[src/rtl/alu_share_arb.sv]
`default_nettype none
// ============================================================================
//  Module      : alu_share_arb
//  Description : Round-robin arbiter/sequencer sharing one ALU between the
//                execute stage (port 0) and an auxiliary unit (port 1).
//                One operation in flight: IDLE -> EXEC -> RESP -> IDLE.
//  Revision    : 1.0  initial release
// ============================================================================
module alu_share_arb #(
    parameter int W = 32
) (
    input  logic         clk,
    input  logic         rst,

    input  logic         req0_valid,
    output logic         req0_ready,
    input  logic [3:0]   req0_op,
    input  logic [W-1:0] req0_a,
    input  logic [W-1:0] req0_b,

    input  logic         req1_valid,
    output logic         req1_ready,
    input  logic [3:0]   req1_op,
    input  logic [W-1:0] req1_a,
    input  logic [W-1:0] req1_b,

    output logic         rsp0_valid,
    input  logic         rsp0_ready,
    output logic         rsp1_valid,
    input  logic         rsp1_ready,
    output logic [W-1:0] rsp_data,
    output logic         rsp_err,

    output logic [3:0]   alu_op,
    output logic [W-1:0] alu_in1,
    output logic [W-1:0] alu_in2,
    input  logic [W-1:0] alu_out,

    output logic         busy
);

    localparam logic [1:0] ST_IDLE = 2'd0;
    localparam logic [1:0] ST_EXEC = 2'd1;
    localparam logic [1:0] ST_RESP = 2'd2;

    // Highest opcode the ALU implements; anything above is reported as error.
    localparam logic [3:0] C_OP_MAX = 4'd9;

    logic [1:0]   r_state_q,    w_state_d;
    logic         r_prio_q,     w_prio_d;
    logic         r_owner_q,    w_owner_d;
    logic [3:0]   r_alu_op_q,   w_alu_op_d;
    logic [W-1:0] r_alu_in1_q,  w_alu_in1_d;
    logic [W-1:0] r_alu_in2_q,  w_alu_in2_d;
    logic [W-1:0] r_rsp_data_q, w_rsp_data_d;
    logic         r_rsp_err_q,  w_rsp_err_d;

    logic         w_idle;
    logic         w_grant0;
    logic         w_grant1;
    logic         w_rsp_ack;

    // Grant decode: a lone requester always wins, otherwise prio decides.
    // Reset is folded in so no handshake is reported while rst is high.
    always_comb begin
        w_idle    = (r_state_q == ST_IDLE) && !rst;
        w_grant0  = w_idle && req0_valid && (!r_prio_q || !req1_valid);
        w_grant1  = w_idle && req1_valid && ( r_prio_q || !req0_valid);
        w_rsp_ack = r_owner_q ? rsp1_ready : rsp0_ready;
    end

    // Next-state and datapath capture for the three-state sequencer.
    always_comb begin
        w_state_d    = r_state_q;
        w_prio_d     = r_prio_q;
        w_owner_d    = r_owner_q;
        w_alu_op_d   = r_alu_op_q;
        w_alu_in1_d  = r_alu_in1_q;
        w_alu_in2_d  = r_alu_in2_q;
        w_rsp_data_d = r_rsp_data_q;
        w_rsp_err_d  = r_rsp_err_q;

        case (r_state_q)
            ST_IDLE: begin
                if (w_grant0) begin
                    w_alu_op_d  = req0_op;
                    w_alu_in1_d = req0_a;
                    w_alu_in2_d = req0_b;
                    w_owner_d   = 1'b0;
                    w_state_d   = ST_EXEC;
                end else if (w_grant1) begin
                    w_alu_op_d  = req1_op;
                    w_alu_in1_d = req1_a;
                    w_alu_in2_d = req1_b;
                    w_owner_d   = 1'b1;
                    w_state_d   = ST_EXEC;
                end
            end

            ST_EXEC: begin
                // Illegal opcodes return zero data with the error flag so the
                // requester never sees whatever the ALU drives for them.
                if (r_alu_op_q > C_OP_MAX) begin
                    w_rsp_data_d = '0;
                    w_rsp_err_d  = 1'b1;
                end else begin
                    w_rsp_data_d = alu_out;
                    w_rsp_err_d  = 1'b0;
                end
                w_state_d = ST_RESP;
            end

            ST_RESP: begin
                if (w_rsp_ack) begin
                    w_prio_d  = ~r_owner_q;
                    w_state_d = ST_IDLE;
                end
            end

            default: begin
                w_state_d = ST_IDLE;
            end
        endcase
    end

    // State registers with synchronous reset; reset abandons any operation.
    always_ff @(posedge clk) begin
        if (rst) begin
            r_state_q    <= ST_IDLE;
            r_prio_q     <= 1'b0;
            r_owner_q    <= 1'b0;
            r_alu_op_q   <= 4'd0;
            r_alu_in1_q  <= '0;
            r_alu_in2_q  <= '0;
            r_rsp_data_q <= '0;
            r_rsp_err_q  <= 1'b0;
        end else begin
            r_state_q    <= w_state_d;
            r_prio_q     <= w_prio_d;
            r_owner_q    <= w_owner_d;
            r_alu_op_q   <= w_alu_op_d;
            r_alu_in1_q  <= w_alu_in1_d;
            r_alu_in2_q  <= w_alu_in2_d;
            r_rsp_data_q <= w_rsp_data_d;
            r_rsp_err_q  <= w_rsp_err_d;
        end
    end

    assign req0_ready = w_grant0;
    assign req1_ready = w_grant1;
    assign rsp0_valid = (r_state_q == ST_RESP) && !r_owner_q;
    assign rsp1_valid = (r_state_q == ST_RESP) &&  r_owner_q;
    assign rsp_data   = r_rsp_data_q;
    assign rsp_err    = r_rsp_err_q;
    assign alu_op     = r_alu_op_q;
    assign alu_in1    = r_alu_in1_q;
    assign alu_in2    = r_alu_in2_q;
    assign busy       = (r_state_q != ST_IDLE);

endmodule
`default_nettype wire

[config.mk]
export PLATFORM = sky130hd
export DESIGN_NAME = alu_share_arb
export DESIGN_NICKNAME = d
export VERILOG_FILES = /design/src/rtl/alu_share_arb.sv
export SDC_FILE = /design/constraint.sdc
export NUM_CORES = 1
export LEC_CHECK = 0
export BUFFER_PORTS_ARGS = -buffer_cell sky130_fd_sc_hd__buf_2
export CORE_MARGIN = 2
export CORE_UTILIZATION = 29
export DETAILED_ROUTE_END_ITERATION = 7
export GPL_TIMING_DRIVEN = 0
export SYNTH_ARGS = -nofsm -noshare
export SYNTH_HDL_FRONTEND = slang
export SYNTH_SLANG_ARGS = --single-unit
[constraint.sdc]
create_clock -name clk -period 1.8 [get_ports clk]
set_input_delay 0.18 -clock clk [delete_from_list [all_inputs] [get_ports clk]]
set_output_delay 0.18 -clock clk [all_outputs]
set_load 0.02 [all_outputs]
### Word-level counts from Yosys, hierarchy flattened

Cells that the tools add are included.

| cells by class | value |
|---|---|
| div/mod/pow operators | 0 |
| shift-type cells | 0 |
| equal/unequal tests | 4 |
| muxes and demuxes | 15 |
| multipliers | 0 |
| $add $sub $neg | 0 |
| reductions and logical operators | 20 |
| $lt $le $gt $ge | 1 |
| bitwise gates (word level) | 1 |

Operators by type and width:

| cell | number |
|---|---|
| $mux W32 | 5 |
| $mux W4 | 2 |
| $logic_and A1 B1 Y1 | 7 |
| $mux W2 | 3 |
| $pmux W2 S3 | 1 |
| $reduce_and A2 Y1 | 3 |
| $logic_not A1 Y1 | 5 |
| $gt A4 B4 Y1 const B | 1 |
| $mux W1 | 4 |
| $reduce_bool A2 Y1 | 2 |
| $ne A3 B3 Y1 const B | 1 |
| $eq A2 B1 Y1 const B | 1 |
| $eq A2 B2 Y1 const B | 1 |
| $logic_not A2 Y1 | 1 |
| $logic_or A1 B1 Y1 | 2 |
| $ne A2 B2 Y1 const B | 1 |
| $not A1 Y1 | 1 |

| storage, ports and cells | value |
|---|---|
| logic and storage cells | 49 |
| bits in read-only memories | 0 |
| flip-flop bits (word level) | 105 |
| RAM bits | 0 |
| bits in latches | 0 |
| output and inout port bits | 106 |
| input bits | 174 |
| memories kept | 0 |

### Logic depth before layout (Yosys ltp)

| logic depth | value |
|---|---|
| depth after elaboration | 7 |
| depth in mapped cells | 7 |
| gate-level depth less buffers | 4 |

### Worst setup path before layout

No wires, ideal clock.

| timing | value |
|---|---|
| path kind | register to output |
| start point | register r_state_q[1] |
| end point | output req0_ready |
| path buffers | 3 |
| path slack | 0.235 ns |
| data arrival time | 1.385 ns |
| stages on the path, launching flop included | 6 |
| data required time | 1.620 ns |
| cell sequence | dfxtp_1 -> buf_6 -> or3_1 -> buf_2 -> clkbuf_1 -> nor2_1 |

| on the way | value |
|---|---|
| longest elaborated chain between the ends | 4 |

RTL lines:

| element | line | text |
|---|---|---|
| start, declared | 49 | `logic [1:0] r_state_q, w_state_d;` |
| start signal, assigned | 138 | `r_state_q <= w_state_d;` |
| $logic_not A2 Y1 | 66 | `w_idle = (r_state_q == ST_IDLE) && !rst;` |
| $logic_and A1 B1 Y1 | 66 |  |
| $logic_and A1 B1 Y1 (2 in a row) | 67 | `w_grant0 = w_idle && req0_valid && (!r_prio_q \|\| !req1_valid);` |
| end, declared | 16 | `output logic req0_ready,` |

No other way between the ends.

### Worst setup path after layout

| timing | value |
|---|---|
| start point | register r_prio_q |
| end point | output req0_ready |

| on the way | value |
|---|---|
| longest elaborated chain between the ends | 3 |

RTL lines:

| element | line | text |
|---|---|---|
| start, declared | 50 | `logic r_prio_q, w_prio_d;` |
| start signal, assigned | 139 | `r_prio_q <= w_prio_d;` |
| $logic_not A1 Y1 | 67 |  |
| $logic_or A1 B1 Y1 | 67 |  |
| $logic_and A1 B1 Y1 | 67 |  |

No other way between the ends.

==> run summary <==
hold path cells: 3
unrepaired setup endpoints after global routing: no
Top FF cell, synth: dfxtp_1
worst reg2reg path endpoint: alu_in2[7]
area grow syn2layout: 43.1%
Least-Margin Pin Slew: 0.629 ns
Seq/Total Area, Yosys: 0.437
total gr overflow: 0
pwr/cell area: 919 nW/um2
layout cells sized above 1: 0.417
#FFs+latches synth: 105
Final GP Congestion: 0.795
crit path kind: reg2out
Synthesis Warnings: 0
hold wc startpoint: alu_out[15]
Die X: 133 um
average cell area after synthesis: 8.28 um2
required time of the critical path: 1.62 ns
vias in the first global route: 5,523
router iterations before antenna repair: 5
number of DRC markers in iteration 0: 187
worst hold path type: in2reg
Clk pwr share: 0.308
Cells after Synth: 581
CP Launch Type: register
total internal power: 4.21 mW
crit path DAT: 1.50 ns
vias: 5,650
detailed placement HPWL: 13,900 um
Psw: 2.12 mW
RR Startpoint: r_state_q[1]
TritonCTS Sinks: 105
ys async rst share: 0
Power, Total: 6.33 mW
pre-CTS worst setup slack: -0.220 ns
largest net degree at the start of global routing: 20
via density per instance: 5.15
crit end category: primary output
number of remaining DRC errors: 0
# rows: 47
crit share post-route: 0.935
status: completed
Worst-path clk slew: 0.07 ns
Max-Cap Viols: 0
Final Hold Viols: 0
antenna violations before repair: 2
# hold bufs at CTS: 0
sw frac: 0.335
CTS tree: yes
worst skew pair latency: 0.35 ns
GRT Total Usage: 0.207
initial core utilization: 0.293
most common cell after layout, fill and taps aside: buf_2
relative slew slack: 0.581
EDFF count, synth: 0
clk buf depth: 2
Num CTS Buffers: 9
Final Instance Area: 6890 um2
Logic pwr share: 0.273
Hold Path Sink: rsp_data[15]
commonest cells after routing, fill and taps aside: buf_2 (299), a21oi_1 (103), dfxtp_1 (103)
final WL: 18,700 um
# IOs: 280
clock root cell: clkbuf_16
peak supply drop: 0.464 mV
final worst slack: 0.118 ns
dpl cell area: 6480 um2
Post-Syn Nets: 755
first-pass GRT wire length: 29,000 um
Max Freq: 594 MHz
Die Span Y: 133 um
Max Clock Skew: 0.00726 ns
Reg2Reg Depth: 6
final-report max-slew violation count: 0
remaining antenna violation count: 0
CTS H-tree lvls: 3
CORE AREA: 16,400 um2
Nets: 1,045
final hold slack: 0.0787 ns
post-DR wirelength/cell: 17.0 um
Flop pwr share: 0.419
final setup vio count: 0
post-synth cell types: 31
post-layout min period: 1.68 ns
flop2flop setup slack: 0.14 ns
Lkg Pwr: 2.96 nW
PortBufs: 278
cell area after synthesis: 4810 um2
die footprint: 17,600 um2
crit path max fanout: 10
## stage by stage
step                instances  TNS [ns]   util
CTS                      1094         0  0.417
finish                   1098         0  0.420
global route             1096         0  0.419
global placement         1079     -1.75  0.395
floorplan                 581         0      -
detailed placement       1079     -2.14  0.395
## per-layer routing
layer	vias to the layer above	wire length (um)	global-route usage
met3	21	1380	0.0563
met1	2637	8170	0.260
met4	0	353	0.0681
li1	2764	-	-
met2	228	8800	0.342
met5	-	0	0
## cells by family after synthesis
family / count (synthesis) / share of synthesized area
multiplexers: 1 / 0.00208
buffers and inverters: 80 / 0.0840
AO/OA/AOI/OAI: 247 / 0.327
AND/OR/NAND/NOR: 148 / 0.150
flip-flops: 105 / 0.437
## how the worst max path moves through the flow
| stage | startpoint | endpoint | slack (ns) |
|---|---|---|---|
| 4_1_cts | r_prio_q | req0_ready | 0.004 |
| 5_1_grt | r_state_q[1] | alu_in2[3] | 0.006 |
| 2_1_floorplan | r_state_q[1] | req0_ready | 0.24 |
| 6_report | r_prio_q | req0_ready | 0.12 |
| 3_5_place_dp | r_prio_q | alu_in2[6] | -0.22 |
| 3_3_place_gp | r_prio_q | alu_in2[7] | -0.19 |
## area by class of cell
class                   instances  area, um2
well taps                     220        275
inverters                       2       7.51
repair buffers                284       1450
clock inverters                 5       40.0
fillers                      1772       9520
flip-flops and latches        105       2110
multi-input cells             396       2340
plain buffers                  73        403
diodes                          2       5.00
clock buffers                  11        253
## power groups by stage
stage / Sequential [mW] / Clock (mW) / Combinational, mW
after CTS: 2.65 / 2.01 / 1.73
after global placement: 2.70 / 0 / 1.70
after global routing: 2.68 / 2.09 / 1.89
final: 2.65 / 1.95 / 1.73
after detailed placement: 2.70 / 0 / 1.70
after floorplan: 2.94 / 0 / 0.786
## Yosys cell counts (2+ instances only)
cell | number | area [um2]
a311oi_1 | 58 | 508
clkbuf_1 | 38 | 143
a311oi_2 | 10 | 150
buf_4 | 7 | 52.6
and3b_1 | 2 | 17.5
nand3b_1 | 2 | 15.0
a21oi_1 | 103 | 515
nand2_1 | 33 | 124
nand3_1 | 100 | 500
buf_2 | 25 | 125
o21ai_0 | 54 | 270
dfxtp_1 | 105 | 2100
o21ai_1 | 17 | 85.1
buf_6 | 6 | 67.6
nor2_1 | 4 | 15.0
inv_1 | 2 | 7.51
## what timing repair did
action / in CTS / in global routing
pin swaps: 0 / 1
resized for setup: 22 / 19
buffers inserted: 3 / 3
endpoints found under the setup margin: 26 / 75
## registers in the layout, summed over array words and instances (netlist names)
signal / flops
alu_op: 4
r_prio_q: 1
alu_in2: 32
alu_in1: 32
rsp_data: 32
rsp_err: 1
r_owner_q: 1
r_state_q: 2
## critical path: stages, from the launching register on
cell and delay, ns:
dfxtp_1 0.47, a21bo_4 0.25, clkbuf_2 0.27, nor2_4 0.04, buf_6 0.13
Note: power is estimated with default switching activity, not from simulation.
